--- src/rtl/vote_pkg.sv ---
// Shared types and constants for the vote frame collector and its timeout counter.
// Latency: n/a (package only).
// Backpressure: n/a (package only).
// Contents: FSM state enum, frame length, population-count width and a popcount helper.
package vote_pkg;

    localparam int STATE_W   = 2;
    localparam int FRAME_LEN = 4;
    localparam int CNT_W     = 3;

    typedef enum logic [STATE_W-1:0] {
        IDLE    = 2'd0,
        COLLECT = 2'd1,
        HOLD    = 2'd2
    } state_t;

    // Zero-extended sum of the frame bits; CNT_W is wide enough for FRAME_LEN ones.
    function automatic logic [CNT_W-1:0] popcount(input logic [FRAME_LEN-1:0] v);
        logic [CNT_W-1:0] s;
        s = '0;
        for (int i = 0; i < FRAME_LEN; i++) begin
            s = s + {{(CNT_W-1){1'b0}}, v[i]};
        end
        return s;
    endfunction

endpackage

--- src/rtl/vote_timeout_ctr.sv ---
// Counts idle cycles between accepted bits of a frame; flags when the limit is hit.
// Latency: expired is combinational and fires in the cycle whose edge brings the count to TIMEOUT.
// Backpressure: none; the owning FSM drives clear/en every cycle.
// Ports: clk, rst_n (sync, active-low), clear (zero the count), en (count one idle cycle), expired.
module vote_timeout_ctr #(
    parameter int TIMEOUT = 15,
    parameter int TO_W    = 4
) (
    input  logic clk,
    input  logic rst_n,
    input  logic clear,
    input  logic en,
    output logic expired
);

    localparam logic [TO_W:0] LIMIT = (TO_W+1)'(TIMEOUT);

    logic [TO_W-1:0] count_q, count_d;
    logic [TO_W:0]   count_inc;

    // One extra bit so the compare is exact even when TIMEOUT is the max count.
    assign count_inc = {1'b0, count_q} + (TO_W+1)'(1);

    // Fires on the idle cycle whose edge makes the count equal TIMEOUT, so the
    // abort lands on that same edge.
    assign expired = en && (count_inc == LIMIT);

    always_comb begin
        count_d = count_q;
        if (clear) begin
            count_d = '0;
        end else if (en) begin
            count_d = count_inc[TO_W-1:0];
        end
    end

    always_ff @(posedge clk) begin
        if (!rst_n) begin
            count_q <= '0;
        end else begin
            count_q <= count_d;
        end
    end

endmodule

--- src/rtl/vote_frame_collector.sv ---
// Serial-to-parallel collector: gathers a 4-bit vote frame, presents a..d plus ones_cnt.
// Latency: outputs valid the cycle after the edge that accepts the 4th bit.
// Backpressure: out_valid holds until out_ready; stalled/interrupted frames abort with frame_err.
// Ports: start/bit_valid/bit_in in, out_ready in; a..d, ones_cnt, out_valid, busy, frame_err out.
module vote_frame_collector
    import vote_pkg::*;
#(
    parameter int TIMEOUT = 15,
    parameter int TO_W    = 4
) (
    input  logic             clk,
    input  logic             rst_n,
    input  logic             start,
    input  logic             bit_valid,
    input  logic             bit_in,
    input  logic             out_ready,
    output logic             a,
    output logic             b,
    output logic             c,
    output logic             d,
    output logic [CNT_W-1:0] ones_cnt,
    output logic             out_valid,
    output logic             busy,
    output logic             frame_err
);

    state_t                 state_q, state_d;
    logic [FRAME_LEN-1:0]   shadow_q, shadow_d;
    logic [1:0]             idx_q, idx_d;
    logic [FRAME_LEN-1:0]   frame_q, frame_d;
    logic [CNT_W-1:0]       ones_q, ones_d;
    logic                   out_valid_q, out_valid_d;
    logic                   frame_err_q, frame_err_d;

    logic                   to_en;
    logic                   to_clear;
    logic                   to_expired;
    logic [FRAME_LEN-1:0]   shadow_next;

    // Count only genuinely idle COLLECT cycles; any bit, restart or other state zeroes it.
    assign to_en    = (state_q == COLLECT) && !start && !bit_valid;
    assign to_clear = !to_en;

    vote_timeout_ctr #(
        .TIMEOUT (TIMEOUT),
        .TO_W    (TO_W)
    ) u_timeout (
        .clk     (clk),
        .rst_n   (rst_n),
        .clear   (to_clear),
        .en      (to_en),
        .expired (to_expired)
    );

    // First bit of the frame ends up in the MSB, which maps to a.
    assign shadow_next = {shadow_q[FRAME_LEN-2:0], bit_in};

    always_comb begin
        state_d     = state_q;
        shadow_d    = shadow_q;
        idx_d       = idx_q;
        frame_d     = frame_q;
        ones_d      = ones_q;
        out_valid_d = out_valid_q;
        frame_err_d = 1'b0;

        case (state_q)
            IDLE: begin
                if (start) begin
                    state_d  = COLLECT;
                    idx_d    = '0;
                    shadow_d = '0;
                end
            end
            COLLECT: begin
                if (start) begin
                    // Restart wins over a bit in the same cycle; that bit is dropped.
                    frame_err_d = 1'b1;
                    idx_d       = '0;
                    shadow_d    = '0;
                end else if (bit_valid) begin
                    shadow_d = shadow_next;
                    idx_d    = idx_q + 2'd1;
                    if (idx_q == 2'(FRAME_LEN-1)) begin
                        frame_d     = shadow_next;
                        ones_d      = popcount(shadow_next);
                        out_valid_d = 1'b1;
                        idx_d       = '0;
                        state_d     = HOLD;
                    end
                end else if (to_expired) begin
                    frame_err_d = 1'b1;
                    state_d     = IDLE;
                end
            end
            HOLD: begin
                if (out_ready) begin
                    out_valid_d = 1'b0;
                    if (start) begin
                        state_d  = COLLECT;
                        idx_d    = '0;
                        shadow_d = '0;
                    end else begin
                        state_d  = IDLE;
                    end
                end
            end
            default: begin
                state_d = IDLE;
            end
        endcase
    end

    always_ff @(posedge clk) begin
        if (!rst_n) begin
            state_q     <= IDLE;
            shadow_q    <= '0;
            idx_q       <= '0;
            frame_q     <= '0;
            ones_q      <= '0;
            out_valid_q <= 1'b0;
            frame_err_q <= 1'b0;
        end else begin
            state_q     <= state_d;
            shadow_q    <= shadow_d;
            idx_q       <= idx_d;
            frame_q     <= frame_d;
            ones_q      <= ones_d;
            out_valid_q <= out_valid_d;
            frame_err_q <= frame_err_d;
        end
    end

    assign a         = frame_q[3];
    assign b         = frame_q[2];
    assign c         = frame_q[1];
    assign d         = frame_q[0];
    assign ones_cnt  = ones_q;
    assign out_valid = out_valid_q;
    assign busy      = (state_q == COLLECT);
    assign frame_err = frame_err_q;

endmodule
--- config.mk ---
export PLATFORM = sky130hd
export DESIGN_NAME = vote_frame_collector
export DESIGN_NICKNAME = d
export VERILOG_FILES = /design/src/rtl/vote_pkg.sv /design/src/rtl/vote_timeout_ctr.sv /design/src/rtl/vote_frame_collector.sv
export SDC_FILE = /design/constraint.sdc
export NUM_CORES = 1
export LEC_CHECK = 0
export CAP_MARGIN = 20
export CORE_MARGIN = 2
export CORE_UTILIZATION = 58
export CTS_BUF_LIST = sky130_fd_sc_hd__clkbuf_4 sky130_fd_sc_hd__clkbuf_8
export DETAILED_ROUTE_END_ITERATION = 8
export PLACE_DENSITY_LB_ADDON = 0.25
export RECOVER_POWER = 25
export SLEW_MARGIN = 20
export SYNTH_ARGS = -nofsm -noshare
export SYNTH_HDL_FRONTEND = slang
export SYNTH_SLANG_ARGS = --single-unit
--- constraint.sdc ---
create_clock -name clk -period 4.4 [get_ports clk]
set_input_delay 0.88 -clock clk [delete_from_list [all_inputs] [get_ports clk]]
set_output_delay 0.88 -clock clk [all_outputs]
set_load 0.01 [all_outputs]
==> impl_results.md, run 1 <==
* Count of final hold-check violations at 0
* #FFs+latches synth at 20
* Max-Cap Viols at 0
* Global-route wire length before repair at 3130 um
* Hold crit path type: flip-flop to flip-flop
* PostCTS Resize Cnt at 0
* Post-synthesis compound-gate area fraction at 0.124
* Max Clk Rate at 403 MHz
* Initial Util at 0.630
* Reg clk slew, reported paths at 0.10 ns
* DRT iter0 DRCs at 7
* Fin. max-slew vios at 0
* Synthesized cell area at 960 um2
* Gr usage total at 0.217
* I/O pin cnt at 16
* Post-Synthesis Cells at 99
* Post-layout nets at 128
* Worst EP arrival at 1.60 ns
* Final core area utilization at 0.749
* Simple-gate portion of the synthesized area at 0.218
* TritonCTS Buffers at 3
* Die Width at 44.7 um
* First-pass DRT Iterations at 4
* Pwr/cell area at 276 nW/um2
* Final period util at 0.564
* Worst R2R Path Depth at 4
* DIE AREA at 2000 um2
* Fraction of layout cells with a size suffix above 1 at 0.0435
* Largest net degree at the start of global routing at 19
* Clock skew at 0.000846 ns
* Worst slew margin at 0.631
* DR WL/cell at 12.9 um
* Run status: complete, no violations
* Hold Crit Endpoint: u_timeout.count_q[0]$_SDFF_PN0_
* CTS Buffer Depth at 2
* Drt total wl at 1700 um
* DRC violations left at 0
* R2R setup slack at 2.65 ns
* Warnings from Yosys at 0
* Routed vias at 723
* Via-to-Cell Ratio at 5.52
* Worst skew pair latency at 0.29 ns
* Synth cell types at 32
* Antenna cells at 0
* XOR/XNOR share of the synthesized area at 0.0274
* TNS Setup at 0 ns
* GRT overflow at 0
* Num rows at 14
* Area Overhead vs Synth at 18.9%
* Post-Layout Cell Count at 131
* Initial antenna violation count at 0
* Critical path peak fanout at 8
* Port Buffers at 15
* H-tree depth at 1
* Core Region at 1520 um2
* Setup crit end kind: output pin
* Worst hold start: u_timeout.count_q[0]$_SDFF_PN0_
* CP Class: flip-flop to output pin
* Fill cell count at 119
* WP data required at 3.52 ns
* GPL Wtd Cong at 0.753
* CP Launch Type: flip-flop
* Die height at 44.7 um
* Vias in the first global route at 748
* Setup Fix Bufs, Post-CTS at 0
* CTS Hold Buffers Added at 0
* Placed Cells incl. Taps at 127
* Sequential area share after synthesis at 0.417
* RSZ-0062 raised after global routing: no
* Actual slew at the worst max-slew pin at 0.552 ns
* Post-route ant nets at 0
* Critical Path Start: state_q[0]$_SDFFE_PN0P_
* Clock sinks at 20
* Synth Area in Adders at 0.0860
* FF-to-FF Start: state_q[0]$_SDFFE_PN0P_
* Fin crit period at 2.48 ns
* Mux cell area share after synthesis at 0.0730
* Fin Hold WS at 0.498 ns
* Worst r2r dst: ones_cnt[1]$_SDFFE_PN0P_
* Hold Crit Depth at 1
* Endpoints failing setup at 0
* CTS tree: built
* Clk root buf: clkbuf_4
* Synthesized area per cell at 9.69 um2
* Largest family of logic cells by synthesized area: simple AND/OR/NAND/NOR gates
* Syn nets at 111
* Leakage Power at 0.436 nW
* Max VDD drop at 0.258 mV
* Final HPWL DP at 1240 um
==> cell type report <==
class                      instances  area, um2  area share
clock buffer                       4       36.3      0.0318
inverter                           9       33.8      0.0296
multi-input combinational         67        500       0.439
sequential                        20        400       0.351
tap                               16       20.0      0.0175
timing repair buffer              15        150       0.132
==> metrics by stage <==
stage               power, mW  cell area (um2)  setup WS, ns
finish                  0.315             1140          1.92
detailed placement      0.219             1110          1.60
global route            0.330             1140          1.81
floorplan               0.206              960          2.22
global placement        0.218             1110          1.67
CTS                     0.321             1150          1.92
==> metal layers <==
metal | global-route usage | wire [um] | up-vias
met5 | 0 | 0 | -
met4 | 0.0727 | 13 | 0
met3 | 0.0612 | 74 | 2
met2 | 0.362 | 796 | 15
met1 | 0.266 | 811 | 333
li1 | - | - | 373
==> state kept, by name (all words and copies together) (netlist names) <==
| name | cells |
|---|---|
| frame_err | 1 |
| state_q | 2 |
| shadow_q | 3 |
| idx_q | 2 |
| ones_cnt | 3 |
| u_timeout.count_q | 4 |
| frame_q | 4 |
| out_valid | 1 |
==> worst max-delay path by stage <==
stage	to	cells past startpoint
final	busy	2
after global routing	busy	2
after CTS	busy	2
after detailed placement	ones_cnt[1]$_SDFFE_PN0P_	8
after global placement	ones_cnt[1]$_SDFFE_PN0P_	8
after floorplan	ones_cnt[1]$_SDFFE_PN0P_	7
==> power breakdown <==
part           leakage (nW)  switching, mW  internal (mW)
Sequential            0.162        0.00304          0.183
Clock                0.0210         0.0504         0.0504
Combinational         0.253         0.0139         0.0140
==> synth_stat cells, drive strengths merged <==
cell type  number  share of area
a21boi          3          0.023
a21oi           1         0.0052
a31oi           1         0.0065
and3            4          0.026
buf             1          0.012
clkbuf          2         0.0078
dfxtp          20           0.42
fa              1          0.021
ha              5          0.065
inv             9          0.035
mux2i           7          0.073
nand2           2         0.0078
nand2b          1         0.0065
nand3           3          0.016
nand3b          2          0.016
nand4           1         0.0065
nand4b          1         0.0091
nor2            8          0.031
nor2b           9          0.059
nor3            1         0.0052
nor3b           1          0.020
nor4b           1          0.016
o211a           1          0.010
o211ai          2          0.016
o21a            4          0.031
o21ai           3          0.016
o22ai           1         0.0065
o2bb2ai         1         0.0091
xnor2           1         0.0091
xor2            2          0.018
==> cell usage in the layout (no fill, tap or decap) <==
cell,Yosys,layout
a21boi_1,1,1
mux2i_1,7,7
nor3_1,1,1
o21ai_1,2,1
o22ai_1,1,1
nor2_1,8,8
a21oi_1,1,1
and3_1,4,4
a31oi_1,1,1
clkbuf_4,0,3
nor2b_1,9,9
o211a_1,1,1
nand2b_1,1,1
nand2_1,2,2
nand4_1,1,1
a21boi_0,2,2
clkdlybuf4s50_1,0,12
nand3_1,3,3
o21ai_0,1,2
o21a_1,4,4
nand3b_1,2,2
xnor2_1,1,1
ha_1,5,5
o2bb2ai_1,1,1
dlygate4sd3_1,0,3
fa_1,1,1
nand4b_1,1,1
o211ai_1,2,2
clkbuf_8,0,1
nor3b_4,1,1
nor4b_1,0,1
xor2_1,2,2
inv_1,9,9
dfxtp_1,20,20
==> critical path, stage by stage (launching register included) <==
cell	delay, ns
dfxtp_1	0.48
nor2b_1	0.26
clkdlybuf4s50_1	0.57
==> logic make-up (layout without fill, tap and decap cells) <==
logic type               after synthesis  in the layout
flip-flops                            20             20
XOR/XNOR                               3              3
multiplexers                           7              7
AO/OA/AOI/OAI                         17             17
buffers and inverters                 12             28
adder cells (fa/ha/maj)                6              6
AND/OR/NAND/NOR                       34             34
Note: power is estimated with default switching activity, not from simulation.
==> run 2: changes to the inputs <==
--- a/config.mk
+++ b/config.mk
@@ -7,7 +7,7 @@
 export LEC_CHECK = 0
 export CAP_MARGIN = 20
 export CORE_MARGIN = 2
-export CORE_UTILIZATION = 58
+export CORE_UTILIZATION = 54
 export CTS_BUF_LIST = sky130_fd_sc_hd__clkbuf_4 sky130_fd_sc_hd__clkbuf_8
 export DETAILED_ROUTE_END_ITERATION = 8
 export PLACE_DENSITY_LB_ADDON = 0.25
==> constraint.sdc (replaced) <==
create_clock -name clk -period 2.6 [get_ports clk]
set_input_delay 0.52 -clock clk [delete_from_list [all_inputs] [get_ports clk]]
set_output_delay 0.52 -clock clk [all_outputs]
set_load 0.01 [all_outputs]
==> impl_results.md, run 2 (synthesized netlist as in run 1, its figures left out) <==
* Gr usage total at 0.185 (-0.0320)
* CP Cell Sequence: dlygate4sd3_1 > nor3b_1 > and3_1 > buf_4 > mux2i_1 > nor2b_1
* Critical Path Start: start
* Top layer in use: met4
* Leading cell type in the layout, fill and taps excluded: dfxtp_1
* Clock power share at 0.409 (+0.089)
* Worst EP arrival at 2.41 ns (+0.81 ns)
* Placed Area at 1120 um2 (+0.79%)
* WP data required at 2.80 ns (-0.72 ns)
* TritonCTS Buffers at 3 (unchanged)
* Run status: complete, no violations
* I/O pin cnt at 16 (unchanged)
* Flop pwr share at 0.517 (-0.075)
* Vias in the first global route at 714 (-4.5%)
* Drt total wl at 1670 um (-1.5%)
* CP max stage delay at 0.63 ns (+0.06 ns)
* DIE AREA at 2130 um2 (+6.7%)
* Final HPWL DP at 1240 um (-0.35%)
* Leakage Power at 0.439 nW (+0.74%)
* Fin crit period at 2.22 ns
* Met3 routed WL at 30 um (-59%)
* Initial antenna violation count at 0 (unchanged)
* CTS Hold Buffers Added at 0 (unchanged)
* Core Region at 1690 um2 (+11%)
* TNS Setup at 0 ns (unchanged)
* Max-Cap Viols at 0 (unchanged)
* DRT iter0 DRCs at 8 (+1)
* Via-to-Cell Ratio at 5.37 (-2.7%)
* Die Width at 46.2 um (+3.3%)
* Endpoints failing setup at 0 (unchanged)
* CTS tree: built
* DR WL/cell at 12.6 um (-3.0%)
* PostCTS Resize Cnt at 0 (unchanged)
* Post-layout nets at 129 (+0.78%)
* GPL Wtd Cong at 0.736 (-2.2%)
* Count of final hold-check violations at 0 (unchanged)
* Max Clk Rate at 451 MHz
* Clk root buf: clkbuf_4
* Final core area utilization at 0.684 (-0.0651)
* Port Buffers at 15 (unchanged)
* Sw frac at 0.199 (-0.0151)
* Largest net degree at the start of global routing at 19 (unchanged)
* Worst slew margin at 0.596 (-0.0341)
* Worst hold start: u_timeout.count_q[0]$_SDFF_PN0_
* Max VDD drop at 0.419 mV (+62%)
* First-pass DRT Iterations at 4 (unchanged)
* Post-route setup slack at 0.383 ns (-1.54 ns)
* FF-to-FF Start: state_q[0]$_SDFFE_PN0P_
* Global-route wire length before repair at 2850 um (-8.8%)
* H-tree depth at 1 (unchanged)
* Area Overhead vs Synth at 20.3%
* CP Launch Type: primary input
* Most frequent cells in the layout: dfxtp_1, clkdlybuf4s50_1, inv_1, nor2b_1, nor2_1
* Met2 Routed Length at 844 um (+6.0%)
* Pwr/cell area at 528 nW/um2 (+91%)
* Clock skew at 0.00249 ns (+0.00164 ns)
* Initial Util at 0.568 (-0.0616)
* Setup crit end kind: flip-flop
* Actual slew at the worst max-slew pin at 0.604 ns (+0.0516 ns)
* Routed vias at 714 (-1.2%)
* Die height at 46.2 um (+3.3%)
* Worst path slowest cell: dlygate4sd3_1
* Place WS at 0.186 ns (-1.41 ns)
* Fin. max-slew vios at 0 (unchanged)
* Antenna cells at 0 (unchanged)
* CP Buf/Inv Count at 2 (+1)
* Num rows at 15 (+1)
* Fraction of layout cells with a size suffix above 1 at 0.0431 (-0.000375)
* Setup Fix Bufs, Post-CTS at 0 (unchanged)
* CTS Buffer Depth at 2 (unchanged)
* GRT overflow at 0 (unchanged)
* RSZ-0062 raised after global routing: no
* NetSw at 0.121 mW (+80%)
* Hold crit path type: flip-flop to flip-flop
* Final period util at 0.853
* Reg clk slew, reported paths at 0.11 ns (about the same)
* Metal1 wirelength at 779 um (-3.9%)
* Internal power at 0.489 mW (+97%)
* CP Class: primary input to flip-flop
* Family with the most delay on the worst path: simple AND/OR/NAND/NOR gates
* DRC violations left at 0 (unchanged)
* Clock sinks at 20 (unchanged)
* Post-route ant nets at 0 (unchanged)
* Critical path peak fanout at 9 (+1)
* Worst skew pair latency at 0.29 ns (about the same)
* Final Instance Area at 1150 um2 (+1.2%)
* Biggest regs: frame_q x4, u_timeout.count_q x4
* Logic pwr share at 0.074 (-0.014)
run 2: cell count changes in the layout (fill, tap and decap cells not counted), sizes merged:
cell           delta
dlygate4sd3       -2
buf               +1
bufinv            +1
clkdlybuf4s50     +2
clkbuf            -1
run 2: metal layers:
| layer | up-vias | GRT usage |
|---|---|---|
| met5 | - | 0 |
| met4 | 0 | 0.0686 |
| met3 | 2 | 0.0353 |
| met2 | 7 | 0.317 |
| met1 | 332 | 0.227 |
| li1 | 373 | - |
run 2: layout make-up:
cell class / instances / area [um2]
inverter: 9 / 33.8
tap: 17 / 21.3
multi-input combinational: 67 / 489
clock buffer: 3 / 22.5
timing repair buffer: 16 / 158
clock inverter: 1 / 30.0
sequential: 20 / 400
fill: 143 / 534
run 2: final timing paths:
check	endpoint	slack [ns]	cells after the start
hold / removal	u_timeout.count_q[0]$_SDFF_PN0_	0.49	1
setup / recovery	frame_q[0]$_SDFFE_PN0P_	0.38	6
setup reg to reg	frame_q[0]$_SDFFE_PN0P_	0.77	5
hold reg to reg	u_timeout.count_q[0]$_SDFF_PN0_	0.49	1
run 2: power by group through the flow:
stage                     clock (mW)  sequential, mW  combinational [mW]
after floorplan                    0           0.322              0.0273
after global placement             0           0.322              0.0473
after detailed placement           0           0.322              0.0474
after CTS                      0.256           0.315              0.0479
after global routing           0.268           0.317              0.0501
final                          0.249           0.315              0.0449
run 2: per-stage QoR:
stage               hold WS, ns  total power, mW  instances
detailed placement        0.467            0.370        129
finish                    0.485            0.610        133
floorplan                 0.441            0.349         99
CTS                       0.493            0.620        133
global placement          0.459            0.369        129
global route              0.520            0.635        133
